$ cat config.mk
export PLATFORM = sky130hd
export DESIGN_NAME = pulse_width_meter
export DESIGN_NICKNAME = d
export VERILOG_FILES = /design/src/rtl/pulse_width_meter_pkg.sv /design/src/rtl/sync_edge_detect.sv /design/src/rtl/pulse_width_meter.sv
export SDC_FILE = /design/constraint.sdc
export NUM_CORES = 1
export LEC_CHECK = 0
export BUFFER_PORTS_ARGS = -buffer_cell sky130_fd_sc_hd__buf_4
export CELL_PAD_IN_SITES_DETAIL_PLACEMENT = 1
export CELL_PAD_IN_SITES_GLOBAL_PLACEMENT = 1
export CORE_MARGIN = 2
export CORE_UTILIZATION = 47
export CTS_CLUSTER_SIZE = 20
export DETAILED_ROUTE_END_ITERATION = 12
export PLACE_DENSITY = 0.84
export SETUP_SLACK_MARGIN = 0.5
export SYNTH_ARGS = -nofsm -noshare
export SYNTH_HDL_FRONTEND = slang
export SYNTH_SLANG_ARGS = --single-unit
$ cat constraint.sdc
create_clock -name clk_Pulse -period 4.5 [get_ports clk_Pulse]
set_input_delay 0.45 -clock clk_Pulse [delete_from_list [all_inputs] [get_ports clk_Pulse]]
set_output_delay 0.45 -clock clk_Pulse [all_outputs]
set_load 0.1 [all_outputs]
$ cat src/rtl/pulse_width_meter_pkg.sv
// Shared definitions for the optical sync-pulse meter and its generator counterpart.
package pulse_width_meter_pkg;

  typedef enum logic [1:0] {
    StWaitLow  = 2'd0,
    StWaitRise = 2'd1,
    StHigh     = 2'd2
  } state_e;

  // Kept in step with the pulse generator so `duration` and `width` share a width.
  localparam int unsigned DefCntW       = 32;
  localparam int unsigned DefSyncStages = 2;
  localparam int unsigned DefPcntW      = 16;

endpackage

$ cat src/rtl/sync_edge_detect.sv
// Multi-flop synchroniser for an asynchronous input with rise/fall detection on the
// synchronised level.
module sync_edge_detect #(
  parameter int unsigned STAGES = 2
) (
  input  logic clk_Pulse,
  input  logic rst_n,
  input  logic d,
  output logic s,
  output logic rise,
  output logic fall
);

  logic [STAGES-1:0] sync_q;
  logic              s_d_q;

  always_ff @(posedge clk_Pulse or negedge rst_n) begin
    if (!rst_n) begin
      sync_q <= '0;
      s_d_q  <= 1'b0;
    end else begin
      sync_q <= {sync_q[STAGES-2:0], d};
      s_d_q  <= sync_q[STAGES-1];
    end
  end

  assign s    = sync_q[STAGES-1];
  assign rise = s & ~s_d_q;
  assign fall = ~s & s_d_q;

endmodule

$ cat src/rtl/pulse_width_meter.sv
// Measures high width and rise-to-rise period of an asynchronous sync pulse and
// classifies the width against a programmable window.
module pulse_width_meter
  import pulse_width_meter_pkg::*;
#(
  parameter int unsigned CNT_W       = DefCntW,
  parameter int unsigned SYNC_STAGES = DefSyncStages,
  parameter int unsigned PCNT_W      = DefPcntW
) (
  input  logic              clk_Pulse,
  input  logic              rst_n,
  input  logic              enable,
  input  logic              pulse_in,
  input  logic [CNT_W-1:0]  min_width,
  input  logic [CNT_W-1:0]  max_width,
  output logic [CNT_W-1:0]  width,
  output logic              width_valid,
  output logic              width_ok,
  output logic              err_short,
  output logic              err_long,
  output logic [CNT_W-1:0]  period,
  output logic              period_valid,
  output logic [PCNT_W-1:0] pulse_cnt,
  output logic              busy
);

  localparam logic [CNT_W-1:0] CntMax = '1;

  logic s, rise, fall;

  sync_edge_detect #(
    .STAGES (SYNC_STAGES)
  ) u_sync (
    .clk_Pulse (clk_Pulse),
    .rst_n     (rst_n),
    .d         (pulse_in),
    .s         (s),
    .rise      (rise),
    .fall      (fall)
  );

  state_e              state_q, state_d;
  logic [CNT_W-1:0]    wcnt_q, wcnt_d, pcnt_q, pcnt_d;
  logic                sat_q, sat_d, seen_rise_q, seen_rise_d;
  logic [CNT_W-1:0]    width_q, width_d, period_q, period_d;
  logic                wvalid_q, wvalid_d, pvalid_q, pvalid_d;
  logic                ok_q, ok_d, short_q, short_d, long_q, long_d;
  logic [PCNT_W-1:0]   pulse_cnt_q, pulse_cnt_d;

  always_comb begin
    state_d     = state_q;
    wcnt_d      = wcnt_q;
    pcnt_d      = pcnt_q;
    sat_d       = sat_q;
    seen_rise_d = seen_rise_q;
    width_d     = width_q;
    period_d    = period_q;
    wvalid_d    = 1'b0;
    pvalid_d    = 1'b0;
    ok_d        = ok_q;
    short_d     = short_q;
    long_d      = long_q;
    pulse_cnt_d = pulse_cnt_q;

    if (!enable) begin
      state_d     = StWaitLow;
      wcnt_d      = '0;
      pcnt_d      = '0;
      sat_d       = 1'b0;
      seen_rise_d = 1'b0;
    end else begin
      if (state_q != StWaitLow) begin
        if (rise) begin
          pcnt_d = CNT_W'(1);
        end else if (pcnt_q != CntMax) begin
          pcnt_d = pcnt_q + CNT_W'(1);
        end
      end
      unique case (state_q)
        StWaitLow: begin
          // A pulse already high when armed is skipped entirely.
          if (!s) state_d = StWaitRise;
        end
        StWaitRise: begin
          if (rise) begin
            state_d     = StHigh;
            wcnt_d      = CNT_W'(1);
            sat_d       = 1'b0;
            seen_rise_d = 1'b1;
            if (seen_rise_q) begin
              period_d = pcnt_q;
              pvalid_d = 1'b1;
            end
          end
        end
        StHigh: begin
          if (fall) begin
            state_d     = StWaitRise;
            width_d     = wcnt_q;
            wvalid_d    = 1'b1;
            pulse_cnt_d = pulse_cnt_q + PCNT_W'(1);
            ok_d        = 1'b0;
            short_d     = 1'b0;
            long_d      = 1'b0;
            if (sat_q)                    long_d  = 1'b1;
            else if (wcnt_q < min_width)  short_d = 1'b1;
            else if (wcnt_q > max_width)  long_d  = 1'b1;
            else                          ok_d    = 1'b1;
          end else if (s) begin
            if (wcnt_q == CntMax) sat_d  = 1'b1;
            else                  wcnt_d = wcnt_q + CNT_W'(1);
          end
        end
        default: state_d = StWaitLow;
      endcase
    end
  end

  always_ff @(posedge clk_Pulse or negedge rst_n) begin
    if (!rst_n) begin
      state_q     <= StWaitLow;
      wcnt_q      <= '0;
      pcnt_q      <= '0;
      sat_q       <= 1'b0;
      seen_rise_q <= 1'b0;
      width_q     <= '0;
      period_q    <= '0;
      wvalid_q    <= 1'b0;
      pvalid_q    <= 1'b0;
      ok_q        <= 1'b0;
      short_q     <= 1'b0;
      long_q      <= 1'b0;
      pulse_cnt_q <= '0;
    end else begin
      state_q     <= state_d;
      wcnt_q      <= wcnt_d;
      pcnt_q      <= pcnt_d;
      sat_q       <= sat_d;
      seen_rise_q <= seen_rise_d;
      width_q     <= width_d;
      period_q    <= period_d;
      wvalid_q    <= wvalid_d;
      pvalid_q    <= pvalid_d;
      ok_q        <= ok_d;
      short_q     <= short_d;
      long_q      <= long_d;
      pulse_cnt_q <= pulse_cnt_d;
    end
  end

  assign width        = width_q;
  assign width_valid  = wvalid_q;
  assign width_ok     = ok_q;
  assign err_short    = short_q;
  assign err_long     = long_q;
  assign period       = period_q;
  assign period_valid = pvalid_q;
  assign pulse_cnt    = pulse_cnt_q;
  assign busy         = (state_q == StHigh);

endmodule
Yosys cells after proc, flatten, opt, wreduce, memory -nomap -nowiden --
Cells that the tools add are included.
Cells by class: muxes and demuxes 39, reduce and logical (&&, ||, !) cells 9, div/mod/pow operators 0, equal/unequal tests 16, magnitude comparators 2, add/sub/neg operators 3, shift-type cells 0, bitwise logic cells 4, $mul 0
Operator list (number):
- $mux 32 | 9
- $add 32x1->32 const B | 2
- $pmux 32 s2 | 1
- $eq 32x32->1 const B | 1
- $gt 32x32->1 | 1
- $lt 32x32->1 | 1
- $ne 32x32->1 const B | 1
- $mux 1 | 23
- $add 16x1->16 const B | 1
- $ne 3x3->1 const B | 4
- $reduce_and 5->1 | 2
- $ne 3x2->1 const B | 3
- $mux 2 | 4
- $ne 2x1->1 const B | 3
- $ne 3x1->1 const B | 2
- $pmux 2 s3 | 1
- $reduce_and 3->1 | 2
- $reduce_and 2->1 | 2
- $reduce_and 4->1 | 1
- $and 1x1->1 | 2
- $eq 2x1->1 const B | 1
- $eq 2x2->1 const B | 1
- $logic_not 2->1 | 1
- $not 1->1 | 2
- 2 further kinds | 2
Word-level totals: memories 0, bits of input ports 68, bits in writable memories 0, logic and storage cells 88, latch bits 0, memory bits (read-only) 0, register bits 156

Logic depth before layout (Yosys ltp) --
depth after elaboration 6, depth in mapped cells 10, mapped depth without buffers 8

Hierarchy --
Synthesis repeated with hierarchy kept, for this count alone.
Unflattened totals: cells, all modules 899, area, all modules 8619.5 um^2
Modules (own cells, without submodules):
- pulse_width_meter | area each 8529.4 um^2, instances 1, sequential area each 3828.7 um^2, cells each 894
- sync_edge_detect | area each 90.1 um^2, instances 1, sequential area each 75.1 um^2, cells each 5

Worst setup path before layout --
No wires, ideal clock.
path type reg2reg, start register state_q[0], end register wcnt_q[0], stages on the path, launching flop included 6, library setup time 0.127 ns, path slack 2.088 ns, arrival 2.286 ns, path buffers 1, clock period less this slack 2.412 ns, path through dfrtp_1 -> clkbuf_1 -> nor2b_1 -> a21oi_1 -> nand2_1 -> o21ai_0
On the way: cells in the longest elaborated chain, start to end 3
Ends and longest elaborated chain:
- start, declared | line pulse_width_meter.sv:42 | state_e state_q, state_d;
- start signal, assigned | line pulse_width_meter.sv:121 | state_q <= StWaitLow;
- start signal, assigned | line pulse_width_meter.sv:135 | state_q <= state_d;
- $eq 2x2->1 (*)
- via busy | line pulse_width_meter.sv:24 | output logic busy
- $ne 3x2->1 (no line), or another cell as far along
- $reduce_and 5->1 (no line) or $mux 32 (tied branches)
- end signal, assigned | line pulse_width_meter.sv:136 | wcnt_q <= wcnt_d;
- end, declared | line pulse_width_meter.sv:43 | logic [CNT_W-1:0] wcnt_q, wcnt_d, pcnt_q, pcnt_d;
The timed path passes the listed nets; every way through them passes the cells marked *. A chain may end at the register's enable or synchronous reset.

Worst setup path after layout --
start register wcnt_q[0], end register wcnt_q[3]
On the way: cells in the longest elaborated chain, start to end 6
Ends and longest elaborated chain:
- $add 32x1->32 | line pulse_width_meter.sv:111 | else wcnt_d = wcnt_q + CNT_W'(1);
- $mux 32 | line pulse_width_meter.sv:110 | if (wcnt_q == CntMax) sat_d = 1'b1;
- $mux 32 | line pulse_width_meter.sv:109 | end else if (s) begin
- $mux 32 | line pulse_width_meter.sv:97 | if (fall) begin
- $pmux 32 s2 | line pulse_width_meter.sv:79 | unique case (state_q)
- $mux 32 | line pulse_width_meter.sv:65 | if (!enable) begin
Several ways; a longest one is shown, not always the timed one. The select of a mux whose other input is x is not followed.

==> impl_summary.md <==
Run status
The run finished with clean final reports.

Route
For this block, the via count after detailed routing is 7255. In the routed design, unresolved DRC markers number 0. The routed design has 23.6 mm of wire.

After detailed routing, the number of vias per cell comes to 5.77. The routed wire length per instance is 18.8 um. The pre-antenna-repair detailed-routing pass consisted of 5 iterations. The count of nets left with antenna violations once routing finished came out at 0.

The first-iteration detailed-routing DRC count is 357.

Layout
The share of the core filled with cells is 58.9%. The number of inserted filler cells in the final layout is 2043. The area growth from synthesis to layout is 22.6%. The post-route netlist has 26.8% of its cells at a drive strength greater than 1. The net count of the finished layout is 1149. The final cell area excluding filler cells is 10600 um^2.

The number of inserted diodes is 0.

Die
The count of standard-cell rows is 49. The die is 140 um wide. The initial core utilization is 48.0%.

The number of ports placed on the die boundary is 154. The die outline area is 19500 um^2. The die is 140 um tall. The placeable core region is 18000 um^2.

Power and ir drop
The power per unit of standard cell area is 292 nW/um^2. The cell leakage power is 5.37 nW. The largest voltage drop on the vdd net is 0.271 mV.

Global route
The total track usage is 24.7%. The via count of the first global-routing pass is 7546. The initial antenna violation count came to 0. The global-route congestion overflow total is 0. Entering global routing, the biggest net connects 109 pins. The first global-routing pass estimated 39.1 mm of wire.

Critical path
The critical path start-end classification is flip-flop to flip-flop. At the worst endpoint, the arrival time is 2950 ps. The worst setup path is launched from a flip-flop. In this run the worst path has a maximum fanout of 17. The required time of the worst setup path is 4800 ps. The worst setup path is captured at a flip-flop.

Synthesis
The mapped netlist covers 8660 um^2. The biggest area contributor in the post-synthesis netlist is sky130_fd_sc_hd__dfrtp_1. The top cell type by area accounts for 45.1% of the synthesized area. Ranked by instance count, the synthesized netlist is headed by sky130_fd_sc_hd__dfrtp_1, sky130_fd_sc_hd__inv_1, sky130_fd_sc_hd__nor2_1. The yosys synthesis warning count is 0. In the synthesized netlist the async set-or-reset flop fraction comes to 100%. sky130_fd_sc_hd__dfrtp_1 is the most common cell in the netlist. The number of distinct standard cells referenced by the synthesized netlist is 57. The sequential area share after synthesis is 45.1%.

The synthesized design contains 156 register bits. In this run the mean area of a mapped cell was 10.1 um^2. The count of flip-flops with a built-in enable after synthesis is 0. Sorting the synthesized cells by area gives the leading types as sky130_fd_sc_hd__dfrtp_1, sky130_fd_sc_hd__ha_1, sky130_fd_sc_hd__mux2_2, sky130_fd_sc_hd__xnor2_1, sky130_fd_sc_hd__o21ai_0. Synthesis produced a netlist whose cell count is 861. The total nets after synthesis is 995. For this run, the leading register cell type out of synthesis is sky130_fd_sc_hd__dfrtp_1.

Flow run
Across the run, the number of max-cap violations was 0.

STA
Setup violations remaining at the end of the flow were counted as 0. In this run the tightest slew margin relative to its limit is 22.6%. The portion of the clock cycle consumed by the worst path in the final layout is 58.9%. The setup TNS is 0 ps.

The clock arrives with 8.13 ps of skew. The total count of hold-check failures in the final report was 0. At the pin with the least slew margin, the transition time is 1160 ps. Timing would allow up to 378 MHz. The worst path in the final design needs a cycle of 2650 ps, including I/O delays and setup. The number of pins with negative max-slew slack in the final report was 0.

Setup repair after global routing left no endpoint under its margin.

Clock tree
Once the clock tree was built, the resizer swapped 0 gates to a different size. The H-tree level count is 4. The clock buffer count from CTS is 17. The clock tree root driver cell is sky130_fd_sc_hd__clkbuf_16. After clock tree synthesis, the clock-pin slew on the worst setup and hold paths is 70 ps. The tree built by TritonCTS fans out to 156 sinks. The CTS tree is yes. The maximum buffer depth of the clock tree is 2. Clock latency on the worst-skew pair, taken at its later pin, is 430 ps. After clock tree synthesis, the setup repair step added 0 buffers. Buffers inserted to repair hold after CTS numbered 0.

Hold path
The tightest min-delay check is of the input port to async pin type.

Placement
Input and output buffers added on the ports amount to 153. The congestion estimate from routability-driven global placement came to 0.816. The standard cell area after detailed placement is 10000 um^2.

The HPWL after detailed placement is 16.7 mm.
cell families after synthesis:
kind of cell / synth area share [%]
and+or+nand+nor: 18.1
DFF: 45.1
AOI/OAI and AO/OA: 9.97
buffers and inverters: 4.31
muxes: 8.59
adders and majority gates: 9.54
xor gates and xnor gates: 4.35
power by group:
part | switching (mW) | internal [mW] | leakage (nW)
Sequential | 0.0180 | 1.42 | 2.17
Clock | 0.658 | 0.729 | 0.277
Combinational | 0.187 | 0.0910 | 2.92
Total | 0.863 | 2.24 | 5.37
registers in the layout (all words and copies together) (netlist names), 2 cells and up:
signal,count
state_q,2
period,32
u_sync.sync_q,2
width,32
pulse_cnt,16
wcnt_q,32
pcnt_q,32
critical path, cell delays in order (launching register included):
cell and delay, ps:
sky130_fd_sc_hd__dfrtp_1 450, sky130_fd_sc_hd__ha_1 190, sky130_fd_sc_hd__and2_1 250, sky130_fd_sc_hd__nand3_2 240, sky130_fd_sc_hd__nor4_4 920, sky130_fd_sc_hd__nor3_1 140, sky130_fd_sc_hd__xnor2_1 240, sky130_fd_sc_hd__nor2_1 80
worst paths after layout:
| kind | slack [ps] | start | depth (start not counted) | endpoint |
|---|---|---|---|---|
| setup / recovery | 1850 | wcnt_q[0] | 7 | wcnt_q[3] |
| hold / removal | 100 | rst_n | 1 | width[6] |
| setup reg to reg | 1850 | wcnt_q[0] | 7 | wcnt_q[3] |
| hold reg to reg | 350 | u_sync.sync_q[0] | 0 | u_sync.sync_q[1] |
| max in group asynchronous | 3410 | rst_n | 2 | pcnt_q[24] |
| min in group clk_Pulse | 130 | pulse_in | 1 | u_sync.sync_q[0] |
stage by stage:
| step | worst slack (ps) | cells | hold slack, ps | power [mW] |
|---|---|---|---|---|
| 2_1_floorplan | 2090 | 861 | 154 | 1.61 |
| 3_3_place_gp | 2010 | 1225 | 334 | 1.73 |
| 3_5_place_dp | 1930 | 1225 | 339 | 1.74 |
| 4_1_cts | 1910 | 1257 | 118 | 3.12 |
| 5_1_grt | 1630 | 1257 | 111 | 3.21 |
| 6_report | 1850 | 1257 | 104 | 3.10 |
layout make-up:
class / count / area, um^2 / area share [%]
multi-input cells: 609 / 4380 / 41.3
inverters: 70 / 263 / 2.48
clock buffers: 18 / 429 / 4.04
repair buffers: 161 / 1210 / 11.4
clock inverters: 14 / 133 / 1.25
well taps: 229 / 287 / 2.70
flip-flops and latches: 156 / 3900 / 36.8
placed cells by master (no fill, tap or decap), types with 14 or more instances in the layout:
cell	count
sky130_fd_sc_hd__xnor2_1	37
sky130_fd_sc_hd__inv_1	69
sky130_fd_sc_hd__clkbuf_16	17
sky130_fd_sc_hd__nand4_1	31
sky130_fd_sc_hd__nor2_1	68
sky130_fd_sc_hd__ha_1	66
sky130_fd_sc_hd__nand3_1	32
sky130_fd_sc_hd__o21ai_0	56
sky130_fd_sc_hd__buf_4	160
sky130_fd_sc_hd__mux2_2	66
sky130_fd_sc_hd__nand2_1	57
sky130_fd_sc_hd__a21oi_1	40
sky130_fd_sc_hd__dfrtp_1	156
sky130_fd_sc_hd__nor3_1	14
routing by layer:
metal	global-route usage (%)	up-vias	wire, um
li1	-	3399	-
met1	34.1	3619	10900
met2	40.7	197	11400
met3	4.20	40	967
met4	6.53	0	411
met5	0	-	0
Power figures use the tool's default switching activity.
